File: src/rtl/tmp_pkg.sv
// Shared types and constants for the SPI temperature reader.
package tmp_pkg;

  typedef enum logic [2:0] {
    IDLE,
    CS_SETUP,
    SHIFT,
    CS_HOLD,
    CONVERT
  } state_t;

  localparam int FRAME_BITS = 16;
  localparam int RAW_BITS   = 13;
  localparam int FRAC_BITS  = 4;
  localparam logic [FRAME_BITS-1:0] ERR_FRAME = 16'hFFFF;

endpackage

File: src/rtl/tmp_raw_to_int.sv
// Frame to clamped integer degrees C, plus invalid-frame flag.
import tmp_pkg::*;

module tmp_raw_to_int #(
  parameter int TMP_MAX = 99
) (
  input  logic [FRAME_BITS-1:0] frame,
  output logic [7:0]            value,
  output logic                  err
);

  // Raw value sits in frame[15:3]; its integer part is frame[14:7].
  localparam int LSB = FRAME_BITS - RAW_BITS + FRAC_BITS;

  logic       neg;
  logic [7:0] whole;

  assign neg   = frame[FRAME_BITS-1];
  assign whole = frame[LSB+7:LSB];
  assign err   = (frame == ERR_FRAME);

  always_comb begin
    value = whole;
    if (neg)
      value = 8'd0;
    else if (whole > 8'(TMP_MAX))
      value = 8'(TMP_MAX);
  end

endmodule

File: src/rtl/tmp_spi_reader.sv
// Periodic SPI poll of a TMP121-style sensor, integer degC output.
// Optional 4-sample moving average enabled by TMP_AVG4_EN.
import tmp_pkg::*;

module tmp_spi_reader #(
  parameter int SCK_HALF      = 50,
  parameter int SAMPLE_PERIOD = 10000000,
  parameter int TMP_MAX       = 99
) (
  input  logic       clk,
  input  logic       rst,
  input  logic       spi_miso,
  output logic       spi_cs_n,
  output logic       spi_sck,
  output logic [7:0] tmp,
  output logic       tmp_valid,
  output logic       sensor_err
);

  localparam int TW = $clog2(SAMPLE_PERIOD + 1);
  localparam int HW = $clog2(SCK_HALF + 1);

  state_t                state, state_n;
  logic [TW-1:0]         timer;
  logic                  tick;
  logic [HW-1:0]         half_cnt;
  logic                  half_end;
  logic                  sck_q;
  logic [3:0]            bit_cnt;
  logic [FRAME_BITS-1:0] shreg;
  logic [7:0]            conv_val;
  logic                  conv_err;
  logic [7:0]            new_tmp;
  logic                  commit;

  assign tick     = (timer == TW'(SAMPLE_PERIOD - 1));
  assign half_end = (half_cnt == HW'(SCK_HALF - 1));
  assign spi_sck  = sck_q;
  assign spi_cs_n = (state == IDLE) || (state == CONVERT);
  assign commit   = (state == CONVERT) && !conv_err;

  always_ff @(posedge clk or posedge rst) begin
    if (rst)
      timer <= '0;
    else
      timer <= tick ? '0 : timer + TW'(1);
  end

  always_ff @(posedge clk or posedge rst) begin
    if (rst)
      state <= IDLE;
    else
      state <= state_n;
  end

  always_comb begin
    state_n = state;
    unique case (state)
      IDLE:     if (tick) state_n = CS_SETUP;
      CS_SETUP: if (half_end) state_n = SHIFT;
      SHIFT:
        if (half_end && sck_q && bit_cnt == 4'd15)
          state_n = CS_HOLD;
      CS_HOLD:  if (half_end) state_n = CONVERT;
      CONVERT:  state_n = IDLE;
      default:  state_n = IDLE;
    endcase
  end

  always_ff @(posedge clk or posedge rst) begin
    if (rst) begin
      half_cnt <= '0;
      sck_q    <= 1'b0;
      bit_cnt  <= '0;
      shreg    <= '0;
    end else begin
      if (state == CS_SETUP || state == SHIFT || state == CS_HOLD)
        half_cnt <= half_end ? '0 : half_cnt + HW'(1);
      else
        half_cnt <= '0;
      if (state == SHIFT) begin
        if (half_end) begin
          sck_q <= ~sck_q;
          // Capture on the edge where SCK rises.
          if (!sck_q)
            shreg <= {shreg[FRAME_BITS-2:0], spi_miso};
          else
            bit_cnt <= bit_cnt + 4'd1;
        end
      end else begin
        sck_q   <= 1'b0;
        bit_cnt <= '0;
      end
    end
  end

  tmp_raw_to_int #(
    .TMP_MAX (TMP_MAX)
  ) u_conv (
    .frame (shreg),
    .value (conv_val),
    .err   (conv_err)
  );

`ifdef TMP_AVG4_EN
  logic [7:0] tap0, tap1, tap2;
  logic       primed;
  logic [9:0] sum;

  assign sum = 10'(conv_val) + 10'(tap0) + 10'(tap1) + 10'(tap2);
  assign new_tmp = primed ? 8'(sum >> 2) : conv_val;

  always_ff @(posedge clk or posedge rst) begin
    if (rst) begin
      tap0   <= '0;
      tap1   <= '0;
      tap2   <= '0;
      primed <= 1'b0;
    end else if (commit) begin
      // First sample fills the whole window.
      primed <= 1'b1;
      tap0   <= conv_val;
      tap1   <= primed ? tap0 : conv_val;
      tap2   <= primed ? tap1 : conv_val;
    end
  end
`else
  assign new_tmp = conv_val;
`endif

  always_ff @(posedge clk or posedge rst) begin
    if (rst) begin
      tmp        <= '0;
      tmp_valid  <= 1'b0;
      sensor_err <= 1'b0;
    end else begin
      tmp_valid <= 1'b0;
      if (state == CONVERT) begin
        sensor_err <= conv_err;
        if (!conv_err) begin
          tmp       <= new_tmp;
          tmp_valid <= 1'b1;
        end
      end
    end
  end

endmodule
File: config.mk
export PLATFORM = sky130hd
export DESIGN_NAME = tmp_spi_reader
export DESIGN_NICKNAME = d
export VERILOG_FILES = /design/src/rtl/tmp_pkg.sv /design/src/rtl/tmp_raw_to_int.sv /design/src/rtl/tmp_spi_reader.sv
export SDC_FILE = /design/constraint.sdc
export NUM_CORES = 1
export LEC_CHECK = 0
export CORE_MARGIN = 2
export CORE_UTILIZATION = 40
export DETAILED_ROUTE_END_ITERATION = 10
export GPL_TIMING_DRIVEN = 0
export PLACE_DENSITY = 0.59
export SYNTH_ARGS = -nofsm -noshare
export SYNTH_HDL_FRONTEND = slang
export SYNTH_HIERARCHICAL = 1
export SYNTH_SLANG_ARGS = --single-unit
File: constraint.sdc
create_clock -name clk -period 2.5 [get_ports clk]
set_clock_uncertainty 0.2 [all_clocks]
set_input_delay 0.375 -clock clk [delete_from_list [all_inputs] [get_ports clk]]
set_output_delay 0.375 -clock clk [all_outputs]
set_load 0.05 [all_outputs]
==> flow_summary.json, run 1 <==
{
  "mostFrequentLayoutCell": "dfrtp_1",
  "syn_to_final_growth_pct": 17.0,
  "timing.max_cap.violations": 0,
  "clk_sink_count": 64,
  "fp.dieW_um": 90.3,
  "static-leakage-power_nw": 1.52,
  "worstPathBufferInverterCount": 2,
  "setup_total_negative_slack_ps": 0,
  "die_h_um": 90.3,
  "initial_utilization_pct": 41.1,
  "cp_slowest_stage_delay_ps": 500,
  "ir_drop_worst_case_vdd_mv": 0.346,
  "globalRoute.busiestLayer": "met2",
  "finalWorstSetupSlack_ps": 153,
  "worstSetupStartpointType": "register",
  "numPortBuffers": 14,
  "cts_buffers": 9,
  "wirelength_mm": 5.15,
  "run_status": "complete, no violations",
  "finalInstanceArea_sq_um": 3490,
  "p_per_area_nw_per_um2": 585,
  "post_synth_and_or_nand_nor_area_fraction_pct": 19.6,
  "synth_compound_area_share_pct": 2.77,
  "final_setup_viols": 0,
  "yosys.cell_types.count": 41,
  "timing.hold.worst.class": "input port to asynchronous set/reset pin",
  "postCtsSetupRepairBufs": 0,
  "synth_async_sr_flop_share_pct": 100,
  "post_route_cells_drive_above_1_share_pct": 19.2,
  "grt_util_all_layers_pct": 14.4,
  "synth_warnings": 6,
  "placedInstanceArea_sq_um": 3270,
  "timing.max_slew.rel_slack_pct": 50.7,
  "finalHoldViolCount": 0,
  "synth_top_family_by_area": "simple AND/OR/NAND/NOR gates",
  "ant_nets": 0,
  "number_of_placement_rows": 31,
  "synthesized_flop_and_latch_total": 64,
  "worst-setup-path-type": "register to register",
  "synth-xor-area-share_pct": 8.22,
  "detail_route.iter0.violations": 96,
  "post-route-period-util_pct": 93.9,
  "synth_edf_count": 0,
  "vias_per_cell": 5.01,
  "synth_area_per_cell_sq_um": 11.6,
  "setup_repair_after_global_routing_missed_its_margin": "false",
  "required_ps": 2510,
  "clkTransAtPathRegs_ps": 70,
  "critical_path.top_delay_family": "simple AND/OR/NAND/NOR gates",
  "mux_share_of_post_synthesis_cell_area_pct": 11.0,
  "grt_use_met1_pct": 18.8,
  "worstMarginPinSlew_ps": 736,
  "post_synth_inst_count": 256,
  "synth_flop_cell": "dfrtp_1",
  "core-area_sq_um": 7250,
  "avgRoutedWirePerCell_um": 13.4,
  "arrival_time_of_data_at_the_critical_path_endpoint_ps": 2360,
  "first_global_vias": 1983,
  "most-common-layout-cells": "64 x dfrtp_1, 36 x nor2_1, 22 x xnor2_1",
  "post_cts_resize_count": 0,
  "fin_util_pct": 48.1,
  "synth_sequential_area_ratio_pct": 53.7,
  "cts.path.max_buffers": 2,
  "dp_slack_ps": 137,
  "grt.overflow.total": 0,
  "critical_path_cell_list": "or3b_1 > buf_6 > nor4_4 > buf_8 > mux2_4",
  "num-nets-final": 289,
  "route.detailed.drc": 0,
  "floorplan.die_area_sq_um": 8160,
  "worst_setup_path_end_kind": "register",
  "report.final.slew_viol_count": 0,
  "synthesis.area_sq_um": 2980,
  "clkLatencyLatePin_ps": 330,
  "dp_hpwl_mm": 3.54,
  "number_of_antenna_violations_at_the_first_check_in_global_routing": 0,
  "antenna_cells_inserted": 0,
  "stdcell_count": 385,
  "synth_fp_nets": 263,
  "cts.hold.buffers_added": 0,
  "global_route.usage.met2_pct": 22.7,
  "final_critical_path_time_including_i_o_delays_and_setup_ps": 2350,
  "clock_tree.htree_level_count": 3,
  "cts_tree": "done",
  "num_vias": 1928,
  "use_met3_pct": 5.01,
  "crit_fanout": 10,
  "crit_path_top_delay_cell": "nor4_4",
  "grt_first_pass_wirelength_mm": 9.43,
  "drt_pre_antenna_iters": 4,
  "grt_start_max_net_pins": 34,
  "clk_root_buffer_cell": "clkbuf_8",
  "fmax_mhz": 426,
  "placedCellCount": 370,
  "ios": 15,
  "yosys.area_share.adder_pct": 1.68,
  "finalWeightedCongestion": 0.786
}
worst paths after layout:
kind | slack, ps | endpoint | start | depth (start not counted)
min in group clk | 290 | half_cnt[0]$_DFF_PP0_ | half_cnt[0]$_DFF_PP0_ | 1
max in group asynchronous | 1200 | timer[22]$_DFF_PP0_ | rst | 3
hold / removal | 280 | shreg[4]$_DFFE_PP0P_ | rst | 2
setup / recovery | 150 | shreg[3]$_DFFE_PP0P_ | state[1]$_DFFE_PP0P_ | 5
setup reg to reg | 150 | shreg[3]$_DFFE_PP0P_ | state[1]$_DFFE_PP0P_ | 5
hold reg to reg | 290 | half_cnt[0]$_DFF_PP0_ | half_cnt[0]$_DFF_PP0_ | 1
registers in the layout, indices dropped and copies added, names as in the netlist:
register    flops
sensor_err      1
tmp             8
bit_cnt         4
timer          24
tmp_valid       1
shreg          16
spi_sck         1
state           3
half_cnt        6
layout make-up:
cell class,instances,area (sq um)
Fill cell,700,3760
Sequential cell,64,1600
Multi-Input combinational cell,176,1290
Timing Repair Buffer,15,163
Clock buffer,12,155
Tap cell,99,124
Clock inverter,3,65.1
Buffer,8,57.6
Inverter,8,30.0
report_power, final:
group | internal [W] | leakage (nW) | switching [W]
Clock | 0.000609 | 0.112 | 0.000370
Sequential | 0.00104 | 0.880 | 0
Combinational | 0.00000701 | 0.528 | 0.0000209
Total | 0.00165 | 1.52 | 0.000391
synth_stat cells, types with 3 or more instances:
| cell type | count | share of area [%] |
|---|---|---|
| nor3_1 | 8 | 1.3 |
| nand3_1 | 14 | 2.4 |
| nand2_1 | 8 | 1.0 |
| clkbuf_1 | 4 | 0.50 |
| nor2_1 | 36 | 4.5 |
| mux2_2 | 15 | 5.7 |
| a21oi_1 | 5 | 0.84 |
| dfrtp_1 | 64 | 54 |
| ha_1 | 4 | 1.7 |
| xnor2_1 | 22 | 6.5 |
| nand4_1 | 13 | 2.7 |
| and2_1 | 3 | 0.63 |
| and3_1 | 3 | 0.63 |
| xor2_1 | 6 | 1.8 |
| inv_1 | 8 | 1.0 |
| mux2_4 | 10 | 5.0 |
| a31o_2 | 3 | 0.88 |
| nor4_1 | 4 | 0.84 |
metrics by stage:
step / total power (W) / hold slack, ps
2_1_floorplan: 0.00107 / 261
3_3_place_gp: 0.00108 / 284
3_5_place_dp: 0.00108 / 290
4_1_cts: 0.00208 / 298
5_1_grt: 0.00213 / 325
6_report: 0.00204 / 283
logic make-up (layout without fill, tap and decap cells):
logic type / Yosys count / in the layout
other: 1 / 1
AND/OR/NAND/NOR: 105 / 105
XOR/XNOR: 28 / 28
buffers and inverters: 16 / 46
adder cells (fa/ha/maj): 4 / 4
flip-flops: 64 / 64
AO/OA/AOI/OAI: 12 / 12
multiplexers: 26 / 26
per-layer routing:
layer / part of all wire [%] / vias to the layer above / routed length, um
li1: - / 944 / -
met5: 0 / - / 0
met4: 1.4 / 0 / 71
met1: 49 / 957 / 2510
met2: 46 / 20 / 2380
met3: 3.5 / 7 / 179
Note: power is estimated with default switching activity, not from simulation.
==> run 2: changes to the inputs <==
- clock period: 2.5 -> 2.4 ns (I/O delays scaled with it)
==> run 2 against run 1 <==
Compared with the run above: worst hold slack got worse by 14 ps; non-clock buffer count up 1; first-iteration DRC count down 49%; count of clock-buffer cells in the layout fell by 2; flip-flop and latch count is the same; maximum frequency is 5.6% higher; sequential power up 4%; global-route usage decreased by 0.26 points; wire length is 0.29% higher; sequential share of layout area rose by 0.30 points; cell count grew 0.52%; register-to-register slack better by 20 ps; critical path type unchanged; largest cell class unchanged; largest power group unchanged.
==> flow_summary.json, run 2 (synthesis results as in run 1) <==
{
  "run_status": "complete, no violations",
  "placedInstanceArea_sq_um": 3270,
  "dp_slack_ps": 26.8,
  "antenna_cells_inserted": 0,
  "ios": 15,
  "num_vias": 1930,
  "maxUsedRoutingLayer": "met4",
  "layout_top_registers": "timer (24), shreg (16), tmp (8)",
  "mostFrequentLayoutCell": "dfrtp_1",
  "ant_nets": 0,
  "route.detailed.drc": 0,
  "final_critical_path_time_including_i_o_delays_and_setup_ps": 2220,
  "syn_to_final_growth_pct": 16.3,
  "largest-register": "timer",
  "largest_register_ffs": 24,
  "detail_route.iter0.violations": 49,
  "final.hold.worst_slack_ps": 269,
  "finalWeightedCongestion": 0.782,
  "timing.max_cap.violations": 0,
  "clkLatencyLatePin_ps": 340,
  "crit_fanout": 6,
  "clk_sink_count": 64,
  "fmax_mhz": 450,
  "finalWorstSetupSlack_ps": 177,
  "ir_drop_worst_case_vdd_mv": 0.263,
  "die_h_um": 90.3,
  "finalInstanceArea_sq_um": 3470,
  "p_per_area_nw_per_um2": 564,
  "vias_per_cell": 4.99,
  "clock_tree.htree_level_count": 3,
  "finalHoldViolCount": 0,
  "setup_repair_after_global_routing_missed_its_margin": "false",
  "fin_total_pwr_w": 0.00196,
  "required_ps": 2420,
  "detailroute.wirelength.met3_um": 149,
  "worst-setup-path-type": "register to register",
  "worstSetupStartpointType": "register",
  "clkTransAtPathRegs_ps": 70,
  "floorplan.die_area_sq_um": 8160,
  "numPortBuffers": 14,
  "cts_buffers": 9,
  "post-route-period-util_pct": 92.6,
  "worstMarginPinSlew_ps": 741,
  "clk_root_buffer_cell": "clkbuf_8",
  "post_route_cells_drive_above_1_share_pct": 20.8,
  "wl_met1_mm": 2.61,
  "length_of_routed_met2_wiring_mm": 2.31,
  "avgRoutedWirePerCell_um": 13.3,
  "rrSetupSlack_ps": 180,
  "num-nets-final": 290,
  "first_global_vias": 1914,
  "placedCellCount": 370,
  "number_of_antenna_violations_at_the_first_check_in_global_routing": 0,
  "worst_setup_path_end_kind": "register",
  "fp.dieW_um": 90.3,
  "report.final.slew_viol_count": 0,
  "timing.max_slew.rel_slack_pct": 50.5,
  "dp_hpwl_mm": 3.50,
  "grt_first_pass_wirelength_mm": 9.25,
  "cts_tree": "done",
  "core-area_sq_um": 7250,
  "final_setup_viols": 0,
  "rr_worst_depth": 5,
  "wirelength_mm": 5.16,
  "drt_pre_antenna_iters": 4,
  "number_of_placement_rows": 31,
  "static-leakage-power_nw": 1.50,
  "timing.hold.worst.class": "input port to asynchronous set/reset pin",
  "cts.path.max_buffers": 2,
  "initial_utilization_pct": 41.1,
  "grt.overflow.total": 0,
  "arrival_time_of_data_at_the_critical_path_endpoint_ps": 2250,
  "grt_start_max_net_pins": 35,
  "stdcell_count": 387,
  "grt_util_all_layers_pct": 14.1,
  "most-common-layout-cells": "64 x dfrtp_1, 35 x nor2_1, 22 x xnor2_1"
}
==> run 2: changes by cell type in the layout (fill, tap and decap cells not counted), sizes merged <==
| cell | before | now |
|---|---|---|
| buf | 5 | 6 |
| bufinv | 2 | 0 |
| clkbuf | 16 | 14 |
| clkinv | 1 | 3 |
| clkinvlp | 0 | 3 |
==> run 2: path summary, 6_finish.rpt <==
kind,start,to
worst max-delay path,state[1]$_DFFE_PP0P_,shreg[14]$_DFFE_PP0P_
worst min-delay path,rst,timer[2]$_DFF_PP0_
worst max register to register,state[1]$_DFFE_PP0P_,shreg[14]$_DFFE_PP0P_
worst min register to register,half_cnt[0]$_DFF_PP0_,half_cnt[0]$_DFF_PP0_
max in group asynchronous,rst,bit_cnt[3]$_DFFE_PP0P_
min in group clk,half_cnt[0]$_DFF_PP0_,half_cnt[0]$_DFF_PP0_
==> run 2: worst max-delay path: stages, from the launching register on <==
cell and delay (ps):
dfrtp_1 470, or3b_1 390, buf_6 140, nor4_4 340
buf_4 220, mux2_2 340
==> run 2: power by group <==
group	leakage, nW	internal, W	total, W	switching [W]
clock network	0.0845	0.000404	0.000848	0.000445
registers	0.880	0.00108	0.00108	0
logic	0.534	0.00000729	0.0000292	0.0000219
==> run 2: cell type report <==
cell class	count	area, sq um
buffer	8	57.6
clock buffer	10	138
clock inverter	6	45.0
fill	702	3790
inverter	8	30.0
multi-input combinational	176	1300
sequential	64	1600
tap	99	124
timing repair buffer	16	170
==> run 2: stage by stage <==
step | TNS [ps] | utilization [%]
finish | 0 | 47.8
detailed placement | 0 | 45.1
CTS | 0 | 47.7
global placement | -58960 | 44.8
floorplan | 0 | -
global route | 0 | 47.8
==> run 2: timing repair <==
item,CTS,global route
hold endpoints to repair,0,0
setup endpoints to repair,2,11
gates resized for setup,0,4
cloned,0,0
pin swaps,1,0
setup buffers,1,0
hold buffers,0,0
==> run 2: layer usage <==
metal / vias to the layer above / global-route usage, %
li1: 955 / -
met1: 943 / 19.6
met2: 23 / 20.9
met3: 9 / 2.59
met4: 0 / 8.08
met5: - / 0
